### src/rtl/btn_conditioner.sv
// Button synchronizer/debouncer with set-mode gating for the clock front-end.
// Optional up/down auto-repeat is built when BTN_AUTO_REPEAT_EN is defined.
module btn_conditioner #(
  parameter int unsigned DEBOUNCE_CYC      = 2000000,
  parameter int unsigned REPEAT_DELAY_CYC  = 50000000,
  parameter int unsigned REPEAT_PERIOD_CYC = 10000000
) (
  input  logic clk,
  input  logic reset,
  input  logic btn_set_mod,
  input  logic btn_left,
  input  logic btn_right,
  input  logic btn_up,
  input  logic btn_down,
  output logic set_mod_level,
  output logic set_mod_pulse,
  output logic left_pulse,
  output logic right_pulse,
  output logic up_pulse,
  output logic down_pulse
);

  localparam int unsigned NB = 5;
  localparam int unsigned CW = $clog2(DEBOUNCE_CYC + 1);
  localparam logic [CW-1:0] CNT_LAST = CW'(DEBOUNCE_CYC - 1);

  logic [NB-1:0] raw;
  logic [NB-1:0] s1_q, s2_q;
  logic [NB-1:0] stab_q, stab_d, stab1_q;
  logic [NB-1:0] rise, press;
  logic [NB-1:0] pls_q, pls_d;
  logic [CW-1:0] cnt_q [NB];
  logic [CW-1:0] cnt_d [NB];
  logic          lvl_q, lvl_d;
  logic [1:0]    rpt;

  // bit 0 set_mod, 1 left, 2 right, 3 up, 4 down
  assign raw = {btn_down, btn_up, btn_right, btn_left, btn_set_mod};

  always_comb begin
    stab_d = stab_q;
    for (int i = 0; i < NB; i++) begin
      cnt_d[i] = '0;
      if (s2_q[i] != stab_q[i]) begin
        if (cnt_q[i] == CNT_LAST) begin
          stab_d[i] = s2_q[i];
        end else begin
          cnt_d[i] = cnt_q[i] + 1'b1;
        end
      end
    end
  end

  // gating uses the pre-toggle level
  assign rise  = stab_q & ~stab1_q;
  assign press = {rise[4:1] & {4{lvl_q}}, rise[0]};
  assign lvl_d = lvl_q ^ rise[0];
  assign pls_d = press | {rpt, 3'b000};

  always_ff @(posedge clk) begin
    if (reset) begin
      s1_q    <= '0;
      s2_q    <= '0;
      stab_q  <= '0;
      stab1_q <= '0;
      pls_q   <= '0;
      lvl_q   <= 1'b0;
      for (int i = 0; i < NB; i++) begin
        cnt_q[i] <= '0;
      end
    end else begin
      s1_q    <= raw;
      s2_q    <= s1_q;
      stab_q  <= stab_d;
      stab1_q <= stab_q;
      pls_q   <= pls_d;
      lvl_q   <= lvl_d;
      for (int i = 0; i < NB; i++) begin
        cnt_q[i] <= cnt_d[i];
      end
    end
  end

`ifdef BTN_AUTO_REPEAT_EN
  localparam int unsigned RMAX =
    (REPEAT_DELAY_CYC > REPEAT_PERIOD_CYC) ?
    REPEAT_DELAY_CYC : REPEAT_PERIOD_CYC;
  localparam int unsigned RW = $clog2(RMAX + 1);
  localparam logic [RW-1:0] DLY_LAST = RW'(REPEAT_DELAY_CYC - 1);
  localparam logic [RW-1:0] PER_LAST = RW'(REPEAT_PERIOD_CYC - 1);

  logic [1:0]    run_q, run_d;
  logic [1:0]    rep_q, rep_d;
  logic [RW-1:0] rc_q [2];
  logic [RW-1:0] rc_d [2];
  logic          both;

  // up and down held together suppress repeat on both
  assign both = stab_q[3] & stab_q[4];

  always_comb begin
    run_d = '0;
    rep_d = '0;
    rpt   = '0;
    for (int j = 0; j < 2; j++) begin
      rc_d[j] = '0;
      if (press[3+j]) begin
        run_d[j] = 1'b1;
      end else if (run_q[j] && stab_q[3+j] && lvl_q && !both) begin
        run_d[j] = 1'b1;
        rep_d[j] = rep_q[j];
        rc_d[j]  = rc_q[j] + 1'b1;
        if (rep_q[j] ? (rc_q[j] == PER_LAST)
                     : (rc_q[j] == DLY_LAST)) begin
          rpt[j]   = 1'b1;
          rep_d[j] = 1'b1;
          rc_d[j]  = '0;
        end
      end
    end
  end

  always_ff @(posedge clk) begin
    if (reset) begin
      run_q <= '0;
      rep_q <= '0;
      for (int j = 0; j < 2; j++) begin
        rc_q[j] <= '0;
      end
    end else begin
      run_q <= run_d;
      rep_q <= rep_d;
      for (int j = 0; j < 2; j++) begin
        rc_q[j] <= rc_d[j];
      end
    end
  end
`else
  assign rpt = '0;
`endif

  assign set_mod_level = lvl_q;
  assign set_mod_pulse = pls_q[0];
  assign left_pulse    = pls_q[1];
  assign right_pulse   = pls_q[2];
  assign up_pulse      = pls_q[3];
  assign down_pulse    = pls_q[4];

endmodule

### config.mk
export PLATFORM = sky130hd
export DESIGN_NAME = btn_conditioner
export DESIGN_NICKNAME = d
export VERILOG_FILES = /design/src/rtl/btn_conditioner.sv
export SDC_FILE = /design/constraint.sdc
export NUM_CORES = 1
export LEC_CHECK = 0
export ABC_AREA = 1
export CAP_MARGIN = 20
export CORE_MARGIN = 1
export CORE_UTILIZATION = 30
export DETAILED_ROUTE_END_ITERATION = 8
export RECOVER_POWER = 50
export SLEW_MARGIN = 10
export SYNTH_ARGS = -nofsm -noshare
export SYNTH_HDL_FRONTEND = slang
export SYNTH_SLANG_ARGS = --single-unit
### constraint.sdc
create_clock -name clk -period 4 [get_ports clk]
set_input_delay 0.8 -clock clk [delete_from_list [all_inputs] [get_ports clk]]
set_output_delay 0.8 -clock clk [all_outputs]
set_load 0.03 [all_outputs]
Word level (Yosys, flattened, before mapping)
Memories as Yosys holds them, arrays and structs flattened.
Cells that the tools add are included.

word-level totals
  register bits = 26
  memory bits (writable) = 105
  input bits = 7
  output and inout bits = 6
  logic and storage cells = 58
  memories = 1

operators by class
  add/sub/neg operators = 5
  equality and inequality tests = 10
  multiplexer cells = 18
  bitwise logic cells = 9
  reduce and logical (&&, ||, !) cells = 5

memory list
  memory  depth  width  rd ports  clocked after memory_dff  wr ports  line  text
  cnt_q   5      21     5         0                         5         32    logic [CW-1:0] cnt_q [NB];

operators by type and width
  operator               number
  $mux 21                15
  $add 21x1->21 const B  5
  $eq 21x21->1 const B   5
  $reduce_and 2->1       5
  $and 5x5->5            1
  $ne 1x1->1             5
  $not 5->5              1
  $or 1x1->1             5
  $and 4x4->4            1
  $mux 1                 3
  $xor 1x1->1            1

Depth between registers and ports, before layout
Gate-level depths: netlist (run 1).
An unclocked memory read counts as a cell.

  depth in word-level cells = 5
  mapped depth = 9
  mapped depth without buffers = 9

Worst setup path before layout (run 1)
Ideal clock, no wire load.

  path type = input to register
  from = input port reset
  to = memory cnt_q[0][101] (netlist name)
  library setup time = 70 ps
  data arrival time = 1521 ps
  required time = 3930 ps
  slack = 2410 ps
  cell stages on the path = 7
  path buffers = 2
  cells stage by stage = inv_1 buf_4 o21ai_0 a21oi_1 nand2_1 buf_4 a21oi_1

RTL lines
  what         line  text
  from (decl)  9     input logic reset,
  to (decl)    32

==> results.md, run 1 <==
- The die covers 0.0217 mm².
- The proportion of synthesized chip area in sequential cells is 41.4%.
- The average wire per standard cell is 10.2 µm.
- The count of hold-fix buffers inserted at cts is 0.
- For this run, the share of the core covered by cells in the final layout is 35.6%.
- The power density of the placed cells is 414 mW/mm².
- The detailed-routing iteration count for the pre-antenna-repair pass is 5.
- For this block, the via count after detailed routing is 5,261.
- For this run, design rule violations remaining after detail routing come to 0.
- The area fraction in and, or, nand and nor cells after synthesis is 39.6%.
- The starting density of the core is 30.9%.
- The number of fill cells is 2,151.
- The post-route setup TNS is 0 ps.
- The clock sink count is 131.
- After detailed placement, the total cell area comes to 0.00670 mm².
- The initial antenna violation count came to 0.
- The first global-routing pass estimated 22,000 µm of wire.
- The hold violation total from the final report is 0.
- The tree is rooted in a clkbuf_16.
- Yosys printed 0 warnings.
- STA puts the critical path data required time at 4320 ps.
- Input and output buffers added on the ports amount to 12.
- The startpoint of the worst register-to-register path is cnt_q[0][21].
- The number of post-CTS setup repair buffers is 0.
- The number of buffers on the longest clock path is 2.
- The clock latency at the later pin of the worst-skew pair is 410 ps.
- The number of unique standard cell types used by synthesis is 28.
- Walking the worst path, the cells encountered are dlygate4sd3_1, inv_1, o21ai_0, a21oi_1, nand2_1, nor2_1.
- The fraction of final layout cells with drive strength greater than 1 is 6.59%.
- In this run the mean area of a mapped cell was 6.86 µm².
- The time the worst path needs with I/O delays and setup is 2350 ps.
- The remaining number of nets flagged by the antenna check after routing is 0.
- The path type of the worst min-delay path is reg2reg.
- TritonCTS built the clock tree.
- Counting flops and latches in the post-synthesis netlist gives 131.
- The number of nets produced by synthesis is 936.
- The worst reg2reg path depth is 6.
- For this run, the slowest stage of the critical path takes 550 ps.
- The critical-path cell with the highest stage delay is dlygate4sd3_1.
- The endpoint of the worst hold path is pls_q[4].
- In the finished design, the share of the clock period the worst path needs comes to 58.9%.
- Summing every instance area after synthesis gives 0.00633 mm².
- The number of CTS-inserted buffers is 17.
- Timing analysis after detailed placement gives a worst setup slack of 1310 ps.
- The worst pin sits at a relative slew slack of 38.1%.
- The worst register-to-register path ends at cnt_q[0][21].
- The critical path is of the in2reg type.
- The repair_antennas step left the layout with diodes totalling 0.
- The number of max-slew violations in the final report was 0.
- The top cell types in the final layout, fill and taps aside, are nor2_1, nand2_1, dfxtp_1.
- Measured against the total synthesized area, the mux share comes to 0%.
- The HPWL after detailed placement is 9100 µm.
- Summing the areas of all compound-gate instances in the mapped netlist gives 4.07% of the synthesized area.
- In this run the most critical hold path is launched from stab1_q[4].
- The number of max-cap violations is 0.
- The slack of the worst reg-to-reg path is 1870 ps.
- 13 I/O pins were placed.
- The number of buffers and inverters on the critical path is 2.
- Across every metal layer, demand over resource in global routing totals 12.5%.
- Summing the areas of all fa, ha and maj instances in the mapped netlist gives 0.988% of the synthesized area.
- The worst-case hold slack is 390 ps.
- On the final layout, the worst clock skew is 13.3 ps.
- The type of origin of the critical path is a primary input.
- The net count of the finished layout is 955.
- Based on the critical path, the design can be clocked at up to 425 MHz.
- The total wirelength of the detailed-routed design is 12,500 µm.
- The final-report setup violation count is 0.
- The post-synthesis to final-layout area growth is 15.2%.
- Setup repair after global routing left no endpoint under its margin.
- Row generation in the floorplan step produced 52 rows.
- In the post-route analysis, the smallest setup slack over all paths is 1650 ps.
- The iteration-0 DRC count of the detailed router is 270.
- The combinational family with the most area after synthesis is simple AND/OR/NAND/NOR gates.
- The summed area of non-filler cells in the final layout is 0.00730 mm².
- The via count of the first global-routing pass is 5,023.
- The maximum number of pins on one net before global-route repair is 22.
- The run finished with clean final reports.
- The detail-routed via count per cell is 4.29.
- VDD sags by at most 0.204 mV.
- The cell count of the worst hold path is 1.
- Measured along the x axis, the die boundary spans 147 µm.
- Gates resized during post-CTS repair numbered 0.
- Synthesis produced 924 cells.
- The clock transition at the registers of the reported paths is 50 ps.
- The capturing element type of the critical path is a flip-flop.
- The leakage power of the design is 2.20 nW.
- CTS built an H-tree with a depth of 4.
- The vertical die dimension is 147 µm.
- For the pin with the worst max-slew slack, the measured transition is 928 ps.
- In this run the worst path has a maximum fanout of 20.
- The synthesized-area fraction occupied by xor and xnor cells is 7.05%.
- On the critical path the largest part of the delay comes from buffers and inverters.
- The floorplan step defined a core boundary enclosing 0.0205 mm².
- The final global-route overflow total is 0.
- The arrival time of data at the critical path endpoint is 2670 ps.
- The placer's final routability congestion estimate is 0.817.
==> worst max path at each step <==
stage / startpoint / endpoint / slack (ps) / cells after the start
finish: reset / cnt_q[0][21] / 1650 / 6
global route: reset / cnt_q[0][34] / 1390 / 6
CTS: reset / cnt_q[0][21] / 1730 / 6
detailed placement: reset / cnt_q[0][101] / 1310 / 6
global placement: reset / cnt_q[0][41] / 1320 / 6
floorplan: reset / cnt_q[0][101] / 2410 / 7
==> power by group <==
| part | switching, mW | internal [mW] |
|---|---|---|
| Clock | 0.540 | 1.14 |
| Combinational | 0.0191 | 0.00953 |
| Sequential | 0.00423 | 1.31 |
==> worst register-to-register path, delay by kind of cell, from the launching register on <==
kind	cells	cell delay [ps]
and+or+nand+nor	5	1320
adders and majority gates	1	270
DFF	1	380
==> metal layers <==
layer	track usage [%]	wire length [µm]
met2	19.9	5470
met5	0	0
met1	15.9	6610
met3	3.79	333
met4	4.43	77
==> cell usage after synthesis, drive strengths merged <==
cell,instances,area share [%]
dfxtp,131,41
a21oi,38,3.0
o21bai,3,0.36
xor2,29,4.0
ha,5,0.99
inv,88,5.2
nor3,5,0.39
o21ai,9,0.71
nand2,241,14
nand3b,2,0.30
nand3,64,6.2
clkbuf,2,0.12
nand4,8,0.79
or2,7,0.69
nor2,255,16
buf,11,1.5
nor4,4,0.39
xnor2,22,3.0
==> sequential cells by signal (all words and copies together) (netlist names) <==
register / cells
stab_q: 5
set_mod_level: 1
stab1_q: 5
pls_q: 5
cnt_q: 105
s2_q: 5
s1_q: 5
==> cell families (layout without fill, tap and decap cells) <==
kind of cell / count (synthesis) / count (layout)
AO/OA/AOI/OAI: 50 / 50
XOR/XNOR: 51 / 51
adder cells (fa/ha/maj): 5 / 5
buffers and inverters: 101 / 133
flip-flops: 131 / 131
AND/OR/NAND/NOR: 586 / 586
==> metrics by stage <==
| step | power [mW] | std cells |
|---|---|---|
| detailed placement | 1.37 | 1194 |
| global route | 3.13 | 1226 |
| floorplan | 1.36 | 924 |
| global placement | 1.37 | 1194 |
| finish | 3.02 | 1226 |
| CTS | 3.07 | 1226 |
==> area by class of cell <==
class | count | area, µm² | area share (%)
multi-input combinational | 692 | 3240 | 44.4
sequential | 131 | 2620 | 35.9
clock buffer | 23 | 468 | 6.41
tap | 270 | 338 | 4.63
inverter | 88 | 330 | 4.53
clock inverter | 9 | 176 | 2.42
timing repair buffer | 13 | 124 | 1.70
No activity file was read; power rests on OpenSTA's default activity.
==> inputs of run 2 (changes only) <==
clock period = 2.1 ns   (was 4 ns; I/O delays follow)
==> run 2 against run 1 <==
Setup slack lost 1400 ps; clock skew shrank 8.2 ps; sequential share of layout area is essentially flat; via count grew 1.5%; sequential power grew 89%; non-clock buffer count grew 5; first-iteration DRC count shrank 1.9%; power grew 85%; core utilization is essentially flat; count of clock-buffer cells in the layout shrank 4; critical path type is now reg2out; largest power group unchanged; highest routed layer unchanged.
==> results.md, run 2 (same netlist as run 1, synthesis figures left out) <==
- The pre-CTS setup slack is 44.5 ps.
- The number of buffers on the longest clock path is 2.
- The number of CTS-inserted buffers is 17.
- The count of hold-fix buffers inserted at cts is 0.
- Hold is met by 402 ps.
- After floorplanning, the core was divided into 52 placement rows.
- The worst hold path terminates at pls_q[3].
- In the final timing run, aggregate negative setup slack is 0 ps.
- After floorplanning, the core was sized to cover 0.0205 mm².
- The path type of the worst min-delay path is reg2reg.
- The initial antenna violation count is 0.
- The flow ran to the end, and the final reports show no timing, DRC or antenna violations.
- The most flop-heavy register is cnt_q.
- The final layout contains 960 nets.
- Leaving out fill and tap cells, the most frequent cells in the layout are nor2_1, nand2_1, dfxtp_1.
- The remaining number of nets flagged by the antenna check after routing is 0.
- Along the worst path, the maximum fanout reaches 2.
- The fraction of final layout cells with drive strength greater than 1 is 7.50%.
- The arrival time of data at the critical path endpoint is 1450 ps.
- Setup repair after global routing left no endpoint under its margin.
- The HPWL after detailed placement is 9300 µm.
- The final-report setup violation count is 0.
- The most common cell after layout, fill and taps aside is nor2_1.
- The detail-routed via count per cell is 4.34.
- Setup slack on the worst reg-to-reg path comes out at 290 ps.
- The launching instance or port of the critical path is set_mod_level.
- The power density of the placed cells is 766 mW/mm².
- The headroom to the max-slew limit is 41.0%.
- The final critical path takes up 89.2% of the cycle.
- The startpoint of the worst register-to-register path is cnt_q[0][63].
- The via count is 5,339.
- The first detailed-routing pass took 4 iterations.
- Registers take 0.00262 mm².
- The number of top-level design ports is 13.
- The hold violation total from the final report is 0.
- The number of cells on the worst reg-to-reg path is 7.
- Entering global routing, the biggest net connects 22 pins.
- The tree built by TritonCTS fans out to 131 sinks.
- For this run, design rule violations remaining after detail routing come to 0.
- The area growth from synthesis to layout is 15.4%.
- The critical register-to-register path endpoint is cnt_q[0][83].
- In this run, the number of DRC markers left after iteration 0 of detailed routing was 265.
- The time the worst path needs with I/O delays and setup is 1870 ps.
- On the worst path, the slowest cell contributes a delay of 680 ps.
- The total die area is 0.0217 mm².
- The later pin in the worst-skew pair is clocked with a latency of 410 ps.
- The via count of the first global-routing pass is 5,253.
- The final clock skew is 5.03 ps.
- For this run, the number of standard cells in the final layout without fillers is 1,230.
- Counting both buffers and inverters, the worst setup path holds a total of 1.
- The number of post-CTS setup repair buffers is 0.
- For this design the static power due to leakage is 2.20 nW.
- The layout has 2,189 filler cells.
- The measured slew at the worst slew-check pin is 885 ps.
- Setup slack on the critical path of the routed design comes to 226 ps.
- After clock tree synthesis, the clock-pin slew on the worst setup and hold paths is 60 ps.
- The overall routing resource usage is 13.1%.
- The floorplan step set the die height to 147 µm.
- The register with the most flip-flops in the layout has 105 of them.
- The signal on the critical path passes through clkdlybuf4s50_1.
- After clock tree synthesis, the repair step resized 0 gates.
- The family with the most delay on the worst path is buffers and inverters.
- The number of max-slew violations in the final report is 0.
- The multi-input combinational cells in the finished layout cover a total of 0.00325 mm².
- The startpoint of the tightest hold check path is stab1_q[3].
- The critical-path cell with the highest stage delay is clkdlybuf4s50_1.
- The placed cell count is 1,199.
- Global routing finished with a remaining overflow of 0.
- The initial utilization of the core area, before any placement, comes to 30.9%.
- The count of buffers added on input and output ports is 12.
- The width of the die is 147 µm.
- The critical path class is reg2out.
- TritonCTS built the clock tree.
- The cell count of the worst hold path is 1.
- STA classifies the critical path endpoint as an output pin.
- STA puts the critical path data required time at 1680 ps.
- The first global-routing pass estimated 23,300 µm of wire.
- STA classifies the critical path startpoint as a flip-flop.
- After detailed routing, the total wire length is 12,900 µm.
- Static timing analysis puts the maximum clock frequency at 534 MHz.
- The antenna cell count is 0.
- The placer's final routability congestion estimate is 0.830.
- The average wire per standard cell is 10.5 µm.
- The library cell used as clock root buffer is clkbuf_16.
- The H-tree depth reported by CTS is 4.
- IR analysis of the VDD net gives a maximum drop of 0.483 mV.
- The number of max-cap violations is 0.
-- run 2: how the worst max path moves through the flow --
stage | endpoint | slack [ps] | depth (start not counted)
5_1_grt | cnt_q[0][76] | 90 | 7
6_report | set_mod_level | 230 | 1
3_5_place_dp | cnt_q[0][44] | 40 | 6
4_1_cts | set_mod_level | 220 | 1
2_1_floorplan | cnt_q[0][53] | 660 | 9
3_3_place_gp | cnt_q[0][44] | 40 | 6
-- run 2: layout make-up --
cell class / count / area share [%]
Clock inverter: 12 / 2.14
Multi-Input combinational cell: 692 / 44.5
Inverter: 88 / 4.52
Timing Repair Buffer: 18 / 2.17
Sequential cell: 131 / 35.9
Clock buffer: 19 / 6.20
Tap cell: 270 / 4.62
-- run 2: report_power, final --
group / internal (mW) / leakage, nW / switching [mW]
sequential: 2.50 / 1.06 / 0.00705
clock: 1.92 / 0.287 / 1.11
combinational: 0.0206 / 0.852 / 0.0377
-- run 2: layer usage --
layer	vias up	global-route usage, %	part of all wire (%)
met4	0	3.71	1.2
met3	12	3.85	3.7
met2	62	22.0	46
met1	2351	16.2	49
met5	-	0	0
li1	2914	-	-
-- run 2: per-stage QoR --
stage	utilization (%)	power, mW	cell area [µm²]
after floorplan	-	2.60	6330
after global placement	32.9	2.62	6750
after detailed placement	32.9	2.62	6750
after CTS	35.9	5.68	7350
after global routing	35.7	5.79	7310
final	35.7	5.60	7310
-- run 2: worst register-to-register path, stage by stage (launching register included) --
cell,delay (ps)
dfxtp_1,400
ha_1,230
nand3_1,200
nor2_4,180
nand3_1,130
nand2_1,70
clkbuf_2,360
a21oi_1,100
